<file path="config.mk">
export PLATFORM = sky130hd
export DESIGN_NAME = alu_issue_stage
export DESIGN_NICKNAME = d
export VERILOG_FILES = /design/src/rtl/riscv_pkg.sv /design/src/rtl/imm_gen.sv /design/src/rtl/alu_issue_stage.sv
export SDC_FILE = /design/constraint.sdc
export NUM_CORES = 1
export LEC_CHECK = 0
export ABC_AREA = 1
export BUFFER_PORTS_ARGS = -buffer_cell sky130_fd_sc_hd__buf_2
export CAP_MARGIN = 20
export CORE_AREA = 2 2 127 129
export CTS_CLUSTER_DIAMETER = 80
export CTS_CLUSTER_SIZE = 10
export DETAILED_ROUTE_END_ITERATION = 10
export DIE_AREA = 0 0 129 131
export HOLD_SLACK_MARGIN = 0.1
export MAX_ROUTING_LAYER = met4
export PLACE_DENSITY_LB_ADDON = 0.1
export REMOVE_ABC_BUFFERS = 1
export SKIP_LAST_GASP = 1
export SLEW_MARGIN = 20
export SYNTH_ARGS = -nofsm -noshare
export SYNTH_HDL_FRONTEND = slang
export SYNTH_SLANG_ARGS = --single-unit
</file>
<file path="constraint.sdc">
create_clock -name clk -period 1.9 [get_ports clk]
set_clock_uncertainty 0.05 [all_clocks]
set_input_delay 0.19 -clock clk [delete_from_list [all_inputs] [get_ports clk]]
set_output_delay 0.19 -clock clk [all_outputs]
set_load 0.005 [all_outputs]
</file>
<file path="src/rtl/riscv_pkg.sv">
// Shared RISC-V decode definitions: opcode constants, immediate formats,
// register index width and an opcode-to-immediate-format helper.
package riscv_pkg;

  localparam int unsigned REG_ADDR_W = 5;

  localparam logic [6:0] OPC_OP     = 7'b0110011;
  localparam logic [6:0] OPC_OP_IMM = 7'b0010011;
  localparam logic [6:0] OPC_LOAD   = 7'b0000011;
  localparam logic [6:0] OPC_STORE  = 7'b0100011;
  localparam logic [6:0] OPC_BRANCH = 7'b1100011;
  localparam logic [6:0] OPC_LUI    = 7'b0110111;
  localparam logic [6:0] OPC_AUIPC  = 7'b0010111;
  localparam logic [6:0] OPC_JAL    = 7'b1101111;
  localparam logic [6:0] OPC_JALR   = 7'b1100111;

  typedef enum logic [2:0] {
    IMM_NONE,
    IMM_I,
    IMM_S,
    IMM_B,
    IMM_U,
    IMM_J
  } imm_type_e;

  // Immediate format implied by the major opcode.
  function automatic imm_type_e imm_type_of(input logic [6:0] opc);
    imm_type_e t;
    case (opc)
      OPC_OP_IMM, OPC_LOAD, OPC_JALR: t = IMM_I;
      OPC_STORE:                      t = IMM_S;
      OPC_BRANCH:                     t = IMM_B;
      OPC_LUI, OPC_AUIPC:             t = IMM_U;
      OPC_JAL:                        t = IMM_J;
      default:                        t = IMM_NONE;
    endcase
    return t;
  endfunction

endpackage

</file>
<file path="src/rtl/imm_gen.sv">
// Immediate generator: decodes the immediate of a 32-bit RISC-V instruction
// and sign-extends it to WIDTH. Purely combinational; shared with the branch
// unit.
//   instr  : raw instruction word
//   imm_c  : sign-extended immediate (0 for formats without an immediate)
module imm_gen
  import riscv_pkg::*;
#(
  parameter int unsigned WIDTH = 32
) (
  input  logic [31:0]      instr,
  output logic [WIDTH-1:0] imm_c
);

  logic [31:0] imm32;

  always_comb begin
    imm32 = '0;
    case (imm_type_of(instr[6:0]))
      IMM_I:   imm32 = {{20{instr[31]}}, instr[31:20]};
      IMM_S:   imm32 = {{20{instr[31]}}, instr[31:25], instr[11:7]};
      IMM_B:   imm32 = {{19{instr[31]}}, instr[31], instr[7], instr[30:25],
                        instr[11:8], 1'b0};
      IMM_U:   imm32 = {instr[31:12], 12'b0};
      IMM_J:   imm32 = {{11{instr[31]}}, instr[31], instr[19:12], instr[20],
                        instr[30:21], 1'b0};
      default: imm32 = '0;
    endcase
    imm_c = WIDTH'($signed(imm32));
  end

endmodule

</file>
<file path="src/rtl/alu_issue_stage.sv">
// ID/EX issue stage in front of the ALU. Generates the immediate, resolves
// operand forwarding, selects op1/op2, normalises funct3/funct7 and registers
// the result behind a valid/ready handshake with stall and flush.
// Optional feature macro: ALU_ISSUE_FWD_EN (EX/MEM operand forwarding).
// Without it the forwarding ports are ignored and the hazard unit must stall.
//   in_*            : decoded instruction, PC and regfile read data
//   ex_fwd_*/mem_*  : forwarding sources (EX has priority)
//   flush           : kills held and incoming instruction
//   out_* / op1.. : registered ALU controls and operands
module alu_issue_stage
  import riscv_pkg::*;
#(
  parameter int unsigned WIDTH = 32
) (
  input  logic                  clk,
  input  logic                  rst_n,
  input  logic                  in_valid,
  output logic                  in_ready,
  input  logic [31:0]           in_instr,
  input  logic [WIDTH-1:0]      in_pc,
  input  logic [WIDTH-1:0]      in_rs1_data,
  input  logic [WIDTH-1:0]      in_rs2_data,
  input  logic                  flush,
  input  logic                  ex_fwd_valid,
  input  logic [REG_ADDR_W-1:0] ex_fwd_rd,
  input  logic [WIDTH-1:0]      ex_fwd_data,
  input  logic                  mem_fwd_valid,
  input  logic [REG_ADDR_W-1:0] mem_fwd_rd,
  input  logic [WIDTH-1:0]      mem_fwd_data,
  output logic                  out_valid,
  input  logic                  out_ready,
  output logic [WIDTH-1:0]      op1,
  output logic [WIDTH-1:0]      op2,
  output logic [6:0]            opcode,
  output logic [2:0]            funct3,
  output logic [6:0]            funct7,
  output logic [2:0]            raw_funct3,
  output logic [REG_ADDR_W-1:0] rd,
  output logic [WIDTH-1:0]      store_data
);

  logic [6:0]            in_opc;
  logic [2:0]            in_f3;
  logic [6:0]            in_f7;
  logic [REG_ADDR_W-1:0] in_rs1, in_rs2, in_rd;
  logic [WIDTH-1:0]      imm;
  logic [WIDTH-1:0]      rs1f, rs2f;

  assign in_opc = in_instr[6:0];
  assign in_rd  = in_instr[7 +: REG_ADDR_W];
  assign in_f3  = in_instr[14:12];
  assign in_rs1 = in_instr[15 +: REG_ADDR_W];
  assign in_rs2 = in_instr[20 +: REG_ADDR_W];
  assign in_f7  = in_instr[31:25];

  imm_gen #(.WIDTH(WIDTH)) u_imm_gen (
    .instr (in_instr),
    .imm_c (imm)
  );

  // Operand source resolution; x0 never takes a forwarded value.
`ifdef ALU_ISSUE_FWD_EN
  always_comb begin
    rs1f = in_rs1_data;
    if (in_rs1 != '0) begin
      if (ex_fwd_valid && ex_fwd_rd == in_rs1)        rs1f = ex_fwd_data;
      else if (mem_fwd_valid && mem_fwd_rd == in_rs1) rs1f = mem_fwd_data;
    end
    rs2f = in_rs2_data;
    if (in_rs2 != '0) begin
      if (ex_fwd_valid && ex_fwd_rd == in_rs2)        rs2f = ex_fwd_data;
      else if (mem_fwd_valid && mem_fwd_rd == in_rs2) rs2f = mem_fwd_data;
    end
  end
`else
  logic unused_fwd;
  assign unused_fwd = ^{ex_fwd_valid, ex_fwd_rd, ex_fwd_data,
                        mem_fwd_valid, mem_fwd_rd, mem_fwd_data};
  assign rs1f = in_rs1_data;
  assign rs2f = in_rs2_data;
`endif

  logic                  out_valid_q, out_valid_d;
  logic [WIDTH-1:0]      op1_q, op1_d, op2_q, op2_d, store_data_q, store_data_d;
  logic [6:0]            opcode_q, opcode_d, funct7_q, funct7_d;
  logic [2:0]            funct3_q, funct3_d, raw_funct3_q, raw_funct3_d;
  logic [REG_ADDR_W-1:0] rd_q, rd_d;
  logic                  load;

  assign in_ready = !out_valid_q || out_ready;
  assign load     = in_valid && in_ready;

  // Next-state: flush wins, then load, then drain on consume; else hold.
  always_comb begin
    out_valid_d  = out_valid_q;
    op1_d        = op1_q;
    op2_d        = op2_q;
    opcode_d     = opcode_q;
    funct3_d     = funct3_q;
    funct7_d     = funct7_q;
    raw_funct3_d = raw_funct3_q;
    rd_d         = rd_q;
    store_data_d = store_data_q;
    if (flush) begin
      out_valid_d = 1'b0;
    end else if (load) begin
      out_valid_d  = 1'b1;
      opcode_d     = in_opc;
      raw_funct3_d = in_f3;
      rd_d         = in_rd;
      store_data_d = rs2f;
      op1_d        = '0;
      op2_d        = '0;
      funct3_d     = '0;
      funct7_d     = '0;
      case (in_opc)
        OPC_OP, OPC_BRANCH: begin
          op1_d    = rs1f;
          op2_d    = rs2f;
          funct3_d = in_f3;
          funct7_d = in_f7;
          if (in_opc == OPC_BRANCH) rd_d = '0;
        end
        OPC_OP_IMM: begin
          op1_d    = rs1f;
          op2_d    = imm;
          funct3_d = in_f3;
          // Only shift-right-immediate uses funct7 (SRAI vs SRLI).
          funct7_d = (in_f3 == 3'b101) ? in_f7 : 7'b0;
        end
        OPC_LOAD, OPC_STORE: begin
          op1_d = rs1f;
          op2_d = imm;
          if (in_opc == OPC_STORE) rd_d = '0;
        end
        OPC_LUI: op2_d = imm;
        OPC_AUIPC: begin
          op1_d = in_pc;
          op2_d = imm;
        end
        OPC_JAL, OPC_JALR: begin
          op1_d = in_pc;
          op2_d = WIDTH'(4);
        end
        default: ;
      endcase
    end else if (in_ready) begin
      out_valid_d = 1'b0;
    end
  end

  always_ff @(posedge clk or negedge rst_n) begin
    if (!rst_n) begin
      out_valid_q  <= 1'b0;
      op1_q        <= '0;
      op2_q        <= '0;
      opcode_q     <= '0;
      funct3_q     <= '0;
      funct7_q     <= '0;
      raw_funct3_q <= '0;
      rd_q         <= '0;
      store_data_q <= '0;
    end else begin
      out_valid_q  <= out_valid_d;
      op1_q        <= op1_d;
      op2_q        <= op2_d;
      opcode_q     <= opcode_d;
      funct3_q     <= funct3_d;
      funct7_q     <= funct7_d;
      raw_funct3_q <= raw_funct3_d;
      rd_q         <= rd_d;
      store_data_q <= store_data_d;
    end
  end

  assign out_valid  = out_valid_q;
  assign op1        = op1_q;
  assign op2        = op2_q;
  assign opcode     = opcode_q;
  assign funct3     = funct3_q;
  assign funct7     = funct7_q;
  assign raw_funct3 = raw_funct3_q;
  assign rd         = rd_q;
  assign store_data = store_data_q;

endmodule
</file>
==> results of run 1 <==
kinds of logic (layout without fill, tap and decap cells):
group,after synthesis,in the layout,share of synthesized area
buffers and inverters,66,453,0.0556
AND/OR/NAND/NOR,465,466,0.326
AO/OA/AOI/OAI,98,98,0.0903
flip-flops,122,122,0.528
metal layers:
metal	global-route usage	vias up
met2	0.389	214
met5	-	-
li1	-	3110
met4	0.0844	0
met3	0.0546	36
met1	0.291	2851
critical path: stages:
cell	delay (ns)
dlygate4sd3_1	0.55
buf_2	0.13
inv_2	0.13
nand2_2	0.12
o21ai_0	0.21
nand2_2	0.14
nand3_4	0.16
buf_12	0.20
nand2_1	0.08
a21oi_1	0.15
area by class of cell:
cell class | instances | area (um^2)
clock buffer | 20 | 467
clock inverter | 12 | 146
fill | 1419 | 6340
inverter | 25 | 100
multi-input combinational | 564 | 2470
sequential | 122 | 3050
tap | 216 | 270
timing repair buffer | 396 | 2760
cells in the mapped netlist (all sizes together):
master	count
nand3	33
o21ai	32
nor3	1
inv	25
dfrtp	122
buf	26
nand2	386
nand3b	1
a31oi	1
nor2	43
a21oi	65
clkbuf	15
nand4	1
sequential cells by signal, indices dropped and copies added (netlist names):
| name | flops |
|---|---|
| funct3 | 3 |
| op2 | 32 |
| op1 | 32 |
| funct7 | 7 |
| rd | 5 |
| out_valid | 1 |
| raw_funct3 | 3 |
| store_data | 32 |
| opcode | 7 |
power groups by stage:
stage                     Sequential [uW]  Clock, uW  Combinational (uW)
final                                3000       3350                1250
after global routing                 3030       3530                1390
after CTS                            2990       3400                1240
after detailed placement             3030          0                1040
after global placement               3030          0                1040
after floorplan                      3060          0                 376
cell usage in the layout (no fill, tap or decap), drive strengths merged:
cell type | netlist | routed
bufinv | 0 | 3
dfrtp | 122 | 122
nor2 | 43 | 43
nand3b | 1 | 1
o21ai | 32 | 32
inv | 25 | 24
buf | 26 | 274
nand2 | 386 | 386
nor3 | 1 | 1
a21oi | 65 | 65
clkbuf | 15 | 20
clkinvlp | 0 | 4
nand3 | 33 | 34
nand4 | 1 | 1
a31oi | 1 | 1
clkinv | 0 | 6
dlygate4sd3 | 0 | 122
worst paths after layout:
| kind | end | slack, ns | depth (start not counted) |
|---|---|---|---|
| min in group asynchronous | op1[28] | 0.18 | 2 |
| worst max register to register | store_data[7] | 0.30 | 7 |
| worst min-delay path | op2[15] | 0.11 | 7 |
| worst min register to register | store_data[19] | 0.41 | 2 |
| max in group asynchronous | op1[30] | 1.00 | 3 |
| worst max-delay path | op1[15] | 0.11 | 10 |
repair_timing:
item | CTS | global route
hold endpoints to repair | 242 | 0
buffers inserted | 0 | 3
endpoints found under the setup margin | 0 | 57
gates resized for setup | 0 | 11
hold buffers | 122 | 0
through the flow:
step / hold slack [ns] / util / cells / setup TNS (ns)
5_1_grt: 0.138 / 0.594 / 1355 / -0.108
4_1_cts: 0.106 / 0.588 / 1351 / 0
2_1_floorplan: -0.156 / - / 710 / -599.05
3_5_place_dp: 0.0596 / 0.470 / 1197 / 0
6_report: 0.112 / 0.594 / 1355 / 0
3_3_place_gp: 0.0642 / 0.470 / 1197 / 0
==> impl_metrics.tcl, run 1 <==
set metrics [dict create \
    worst_ir_drop_vdd_mv 0.568 \
    m1WireLength_um 8850 \
    critPathLaunch "in_instr[4]" \
    crit_type "in -> reg" \
    io_buffers 255 \
    ys_types 26 \
    p_switching_uw 1950 \
    place_hpwl_um 12900 \
    leakage_uw 0.00514 \
    crit_fanout 25 \
    drc 0 \
    hold_viol 0 \
    end_kind "register" \
    clk_pin_slew_worst_paths_ns 0.06 \
    n_antenna_cell 0 \
    yosys_warnings 0 \
    clock_power_share 0.441 \
    total_power_uw 7600 \
    fp.dieW_um 129 \
    die_y_um 131 \
    worst_pin_slew_ns 0.352 \
    setup_ws_ns 0.114 \
    drive_gt1_frac 0.300 \
    synth_area_leaders "dfrtp_1 (53%), nand2_1 (25%), a21oi_1 (5.0%)" \
    timing.fmax_mhz 560 \
    routed_wl_um 20000 \
    p_comb_frac 0.165 \
    power_density_mw_per_mm2 820 \
    max_cap_violations 0 \
    synth_top_area_frac 0.528 \
    start_kind "primary input" \
    ys_seq_area_frac 0.528 \
    synth-seq-cells 122 \
    dieArea_mm2 0.0169 \
    cts.sinks 122 \
    route.antenna.remaining_nets 0 \
    grt_pass1_vias 6013 \
    via_per_inst 4.58 \
    io_pins 332 \
    hp-class "in -> reg" \
    dr_wl_met2_um 9570 \
    grt_pass1_wl_um 30400 \
    hold_start "in_instr[15]" \
    grt_use_total 0.238 \
    clk_latency_ns 0.41 \
    drt_first_pass_iters 4 \
    r2r_start "out_valid" \
    setup_viol 0 \
    grt_max_degree 73 \
    detail_route.wl_per_cell_um 14.8 \
    cts_max_level 4 \
    fin_area_mm2 0.00926 \
    cts_buffers 17 \
    top_layer "met4" \
    overflow 0 \
    grt_antenna_before_repair 0 \
    post_synth.cell_area_avg_um2 7.70 \
    arrival_ns 2.07 \
    tritoncts "yes" \
    start_util 0.371 \
    core_mm2 0.0156 \
    yosysTopAreaCell "dfrtp_1" \
    period_share 0.940 \
    final_max_slew_viol_count 0 \
    switching_share 0.257 \
    crit_required_ns 2.18 \
    gp_congestion 0.801 \
    synth_cells 751 \
    via_count 6211 \
    cts_root_buf "clkbuf_16" \
    num_rows 46 \
    p_seq_frac 0.395 \
    place_area_mm2 0.00733 \
    p_int_uw 5640 \
    pre_cts_ws_ns 0.138 \
    cts.path.max_buffers 2 \
    drt_iter0_drc 331 \
    syn2layout_area_growth_pct 60.2 \
    nets 1335 \
    wl_met3_um 1170 \
    finalCriticalPeriod_ns 1.79 \
    maxSlewHeadroom 0.765 \
    netlist_area_mm2 0.00578 \
    status "finished, final reports clean" \
]
Note: power is estimated with default switching activity, not from simulation.
==> run 2: changes to the inputs <==
--- a/config.mk
+++ b/config.mk
@@ -5,14 +5,13 @@
 export SDC_FILE = /design/constraint.sdc
 export NUM_CORES = 1
 export LEC_CHECK = 0
-export ABC_AREA = 1
 export BUFFER_PORTS_ARGS = -buffer_cell sky130_fd_sc_hd__buf_2
 export CAP_MARGIN = 20
-export CORE_AREA = 2 2 127 129
+export CORE_AREA = 2 2 128 130
 export CTS_CLUSTER_DIAMETER = 80
 export CTS_CLUSTER_SIZE = 10
 export DETAILED_ROUTE_END_ITERATION = 10
-export DIE_AREA = 0 0 129 131
+export DIE_AREA = 0 0 130 132
 export HOLD_SLACK_MARGIN = 0.1
 export MAX_ROUTING_LAYER = met4
 export PLACE_DENSITY_LB_ADDON = 0.1
==> impl_metrics.tcl, run 2 <==
set metrics [dict create \
    yosysTopAreaCell "dfrtp_1" \
    gp_congestion 0.863 \
    grt_use_total 0.246 \
    clk_latency_ns 0.42 \
    post-synth-top-count-cell "nand2_1" \
    num_rows 46 \
    crit_type "reg -> reg" \
    tritoncts "yes" \
    place_hpwl_um 13300 \
    timing.fmax_mhz 551 \
    start_util 0.353 \
    maxSlewHeadroom 0.614 \
    drive_gt1_frac 0.338 \
    post_synth.cell_area_avg_um2 9.83 \
    synth-seq-cells 122 \
    period_share 0.955 \
    drc 0 \
    finalCriticalPeriod_ns 1.81 \
    grt_pass1_vias 6482 \
    yosys_warnings 0 \
    cts_buffers 17 \
    crit_required_ns 2.15 \
    worst_ir_drop_vdd_mv 0.587 \
    cts_root_buf "clkbuf_16" \
    fill_cells 1356 \
    fp.dieW_um 130 \
    io_buffers 255 \
    cts_max_level 4 \
    synth_area_leaders "dfrtp_1 (55%), nand2_1 (11%), a22o_1 (5.5%)" \
    clock_power_share 0.457 \
    hold_viol 0 \
    via_per_inst 5.00 \
    core_mm2 0.0157 \
    grt_antenna_before_repair 0 \
    p_int_uw 5710 \
    nets 1171 \
    netlist_area_mm2 0.00554 \
    cts.path.max_buffers 2 \
    drt_first_pass_iters 7 \
    p_seq_frac 0.390 \
    fin_util 0.585 \
    final_max_slew_viol_count 0 \
    io_pins 332 \
    worst_pin_slew_ns 0.580 \
    overflow 0 \
    p_switching_uw 1810 \
    dp_cells 1030 \
    grt_max_degree 52 \
    leakage_uw 0.00504 \
    synth_edf_count 0 \
    end_kind "register" \
    arrival_ns 2.06 \
    grt_pass1_wl_um 32200 \
    ys_seq_area_frac 0.551 \
    postCtsSetupBuffers 0 \
    clk_pin_slew_worst_paths_ns 0.06 \
    power_density_mw_per_mm2 818 \
    routed_wl_um 20000 \
    syn2layout_area_growth_pct 65.9 \
    setup_ws_ns 0.0851 \
    route.antenna.remaining_nets 0 \
    pre_cts_ws_ns -0.0195 \
    max_cap_violations 0 \
    via_count 5957 \
    detail_route.wl_per_cell_um 16.8 \
    drt_iter0_drc 341 \
    crit_fanout 36 \
    switching_share 0.240 \
    final_common_cell "buf_2" \
    yosys-top-cells-count "nand2_1 (168), dfrtp_1 (122), a22o_1 (35)" \
    mostFrequentLayoutCells "buf_2 (254), nand2_1 (168), dlygate4sd3_1 (129)" \
    place_area_mm2 0.00726 \
    rsz0062_at_grt "no" \
    synth_cells 564 \
    synth_top_area_frac 0.551 \
    final_cells 1192 \
    cts.sinks 122 \
    synthArstFlopShare 1.00 \
    ys_types 47 \
    start_kind "register" \
    hp-class "in -> async" \
    fin_area_mm2 0.00920 \
    setup_viol 0 \
    total_power_uw 7520 \
    p_comb_frac 0.154 \
    die_y_um 132 \
    dieArea_mm2 0.0172 \
    synthFlopType "dfrtp_1" \
    status "finished, final reports clean" \
]
[run 2: changes by cell type in the layout (fill, tap and decap cells not counted), moves of 16 or more]
cell,change
nor2_1,-28
buf_4,+20
a22o_1,+35
a21o_1,+32
o21ai_1,-16
a21oi_1,-45
nand2_1,-207
[run 2: what timing repair did]
item | CTS | global route
endpoints found under the setup margin | 0 | 50
gates resized for setup | 0 | 3
hold buffers | 129 | 0
hold endpoints to repair | 168 | 0
[run 2: stage by stage]
step | TNS [ns] | hold WS [ns]
finish | 0 | 0.233
global route | 0 | 0.276
CTS | 0 | 0.241
detailed placement | -0.0542 | 0.130
global placement | 0 | 0.130
floorplan | -226.36 | -0.156
[run 2: path summary, 6_finish.rpt]
check / start / endpoint / slack, ns / cells past startpoint
max: out_valid / op1[14] / 0.09 / 6
min: rst_n / store_data[30] / 0.23 / 2
max reg2reg: out_valid / op1[14] / 0.09 / 6
min reg2reg: store_data[1] / store_data[1] / 0.41 / 2
max in group asynchronous: rst_n / store_data[14] / 0.87 / 3
min in group clk: in_instr[6] / opcode[6] / 0.26 / 4
[run 2: critical path: stages (launching register included)]
cell and delay [ns]:
dfrtp_1 0.37, nor2b_2 0.17, buf_4 0.16, or2_4 0.32, buf_12 0.20, a22o_1 0.26, a21o_1 0.16
[run 2: kinds of logic after synthesis]
| kind of cell | after synthesis | share of synthesized area |
|---|---|---|
| buf+inv | 53 | 0.0456 |
| flops | 122 | 0.551 |
| compound gates | 155 | 0.213 |
| simple gates | 232 | 0.186 |
| xor+xnor | 1 | 0.00294 |
| mux | 1 | 0.00181 |
[run 2: cell type report]
type	instances	area (um^2)	share of cell area
clock buffers	25	485	0.0528
inverters	10	37.5	0.00408
flip-flops and latches	122	3050	0.332
diodes	1	2.50	0.000272
well taps	216	270	0.0294
repair buffers	422	2950	0.320
multi-input cells	389	2260	0.246
clock inverters	7	138	0.0150
[run 2: routing by layer]
metal | vias up | share of wire | GRT usage
met5 | - | 0 | -
met4 | 0 | 0.023 | 0.0986
met3 | 41 | 0.056 | 0.0524
met2 | 229 | 0.50 | 0.407
met1 | 2894 | 0.42 | 0.291
li1 | 2793 | - | -
[run 2: power groups by stage]
stage	Combinational, uW	Sequential [uW]	Clock [uW]
3_3_place_gp	929	2960	0
6_report	1160	2930	3430
3_5_place_dp	950	2970	0
4_1_cts	1160	2930	3500
2_1_floorplan	309	2990	0
5_1_grt	1280	2950	3620
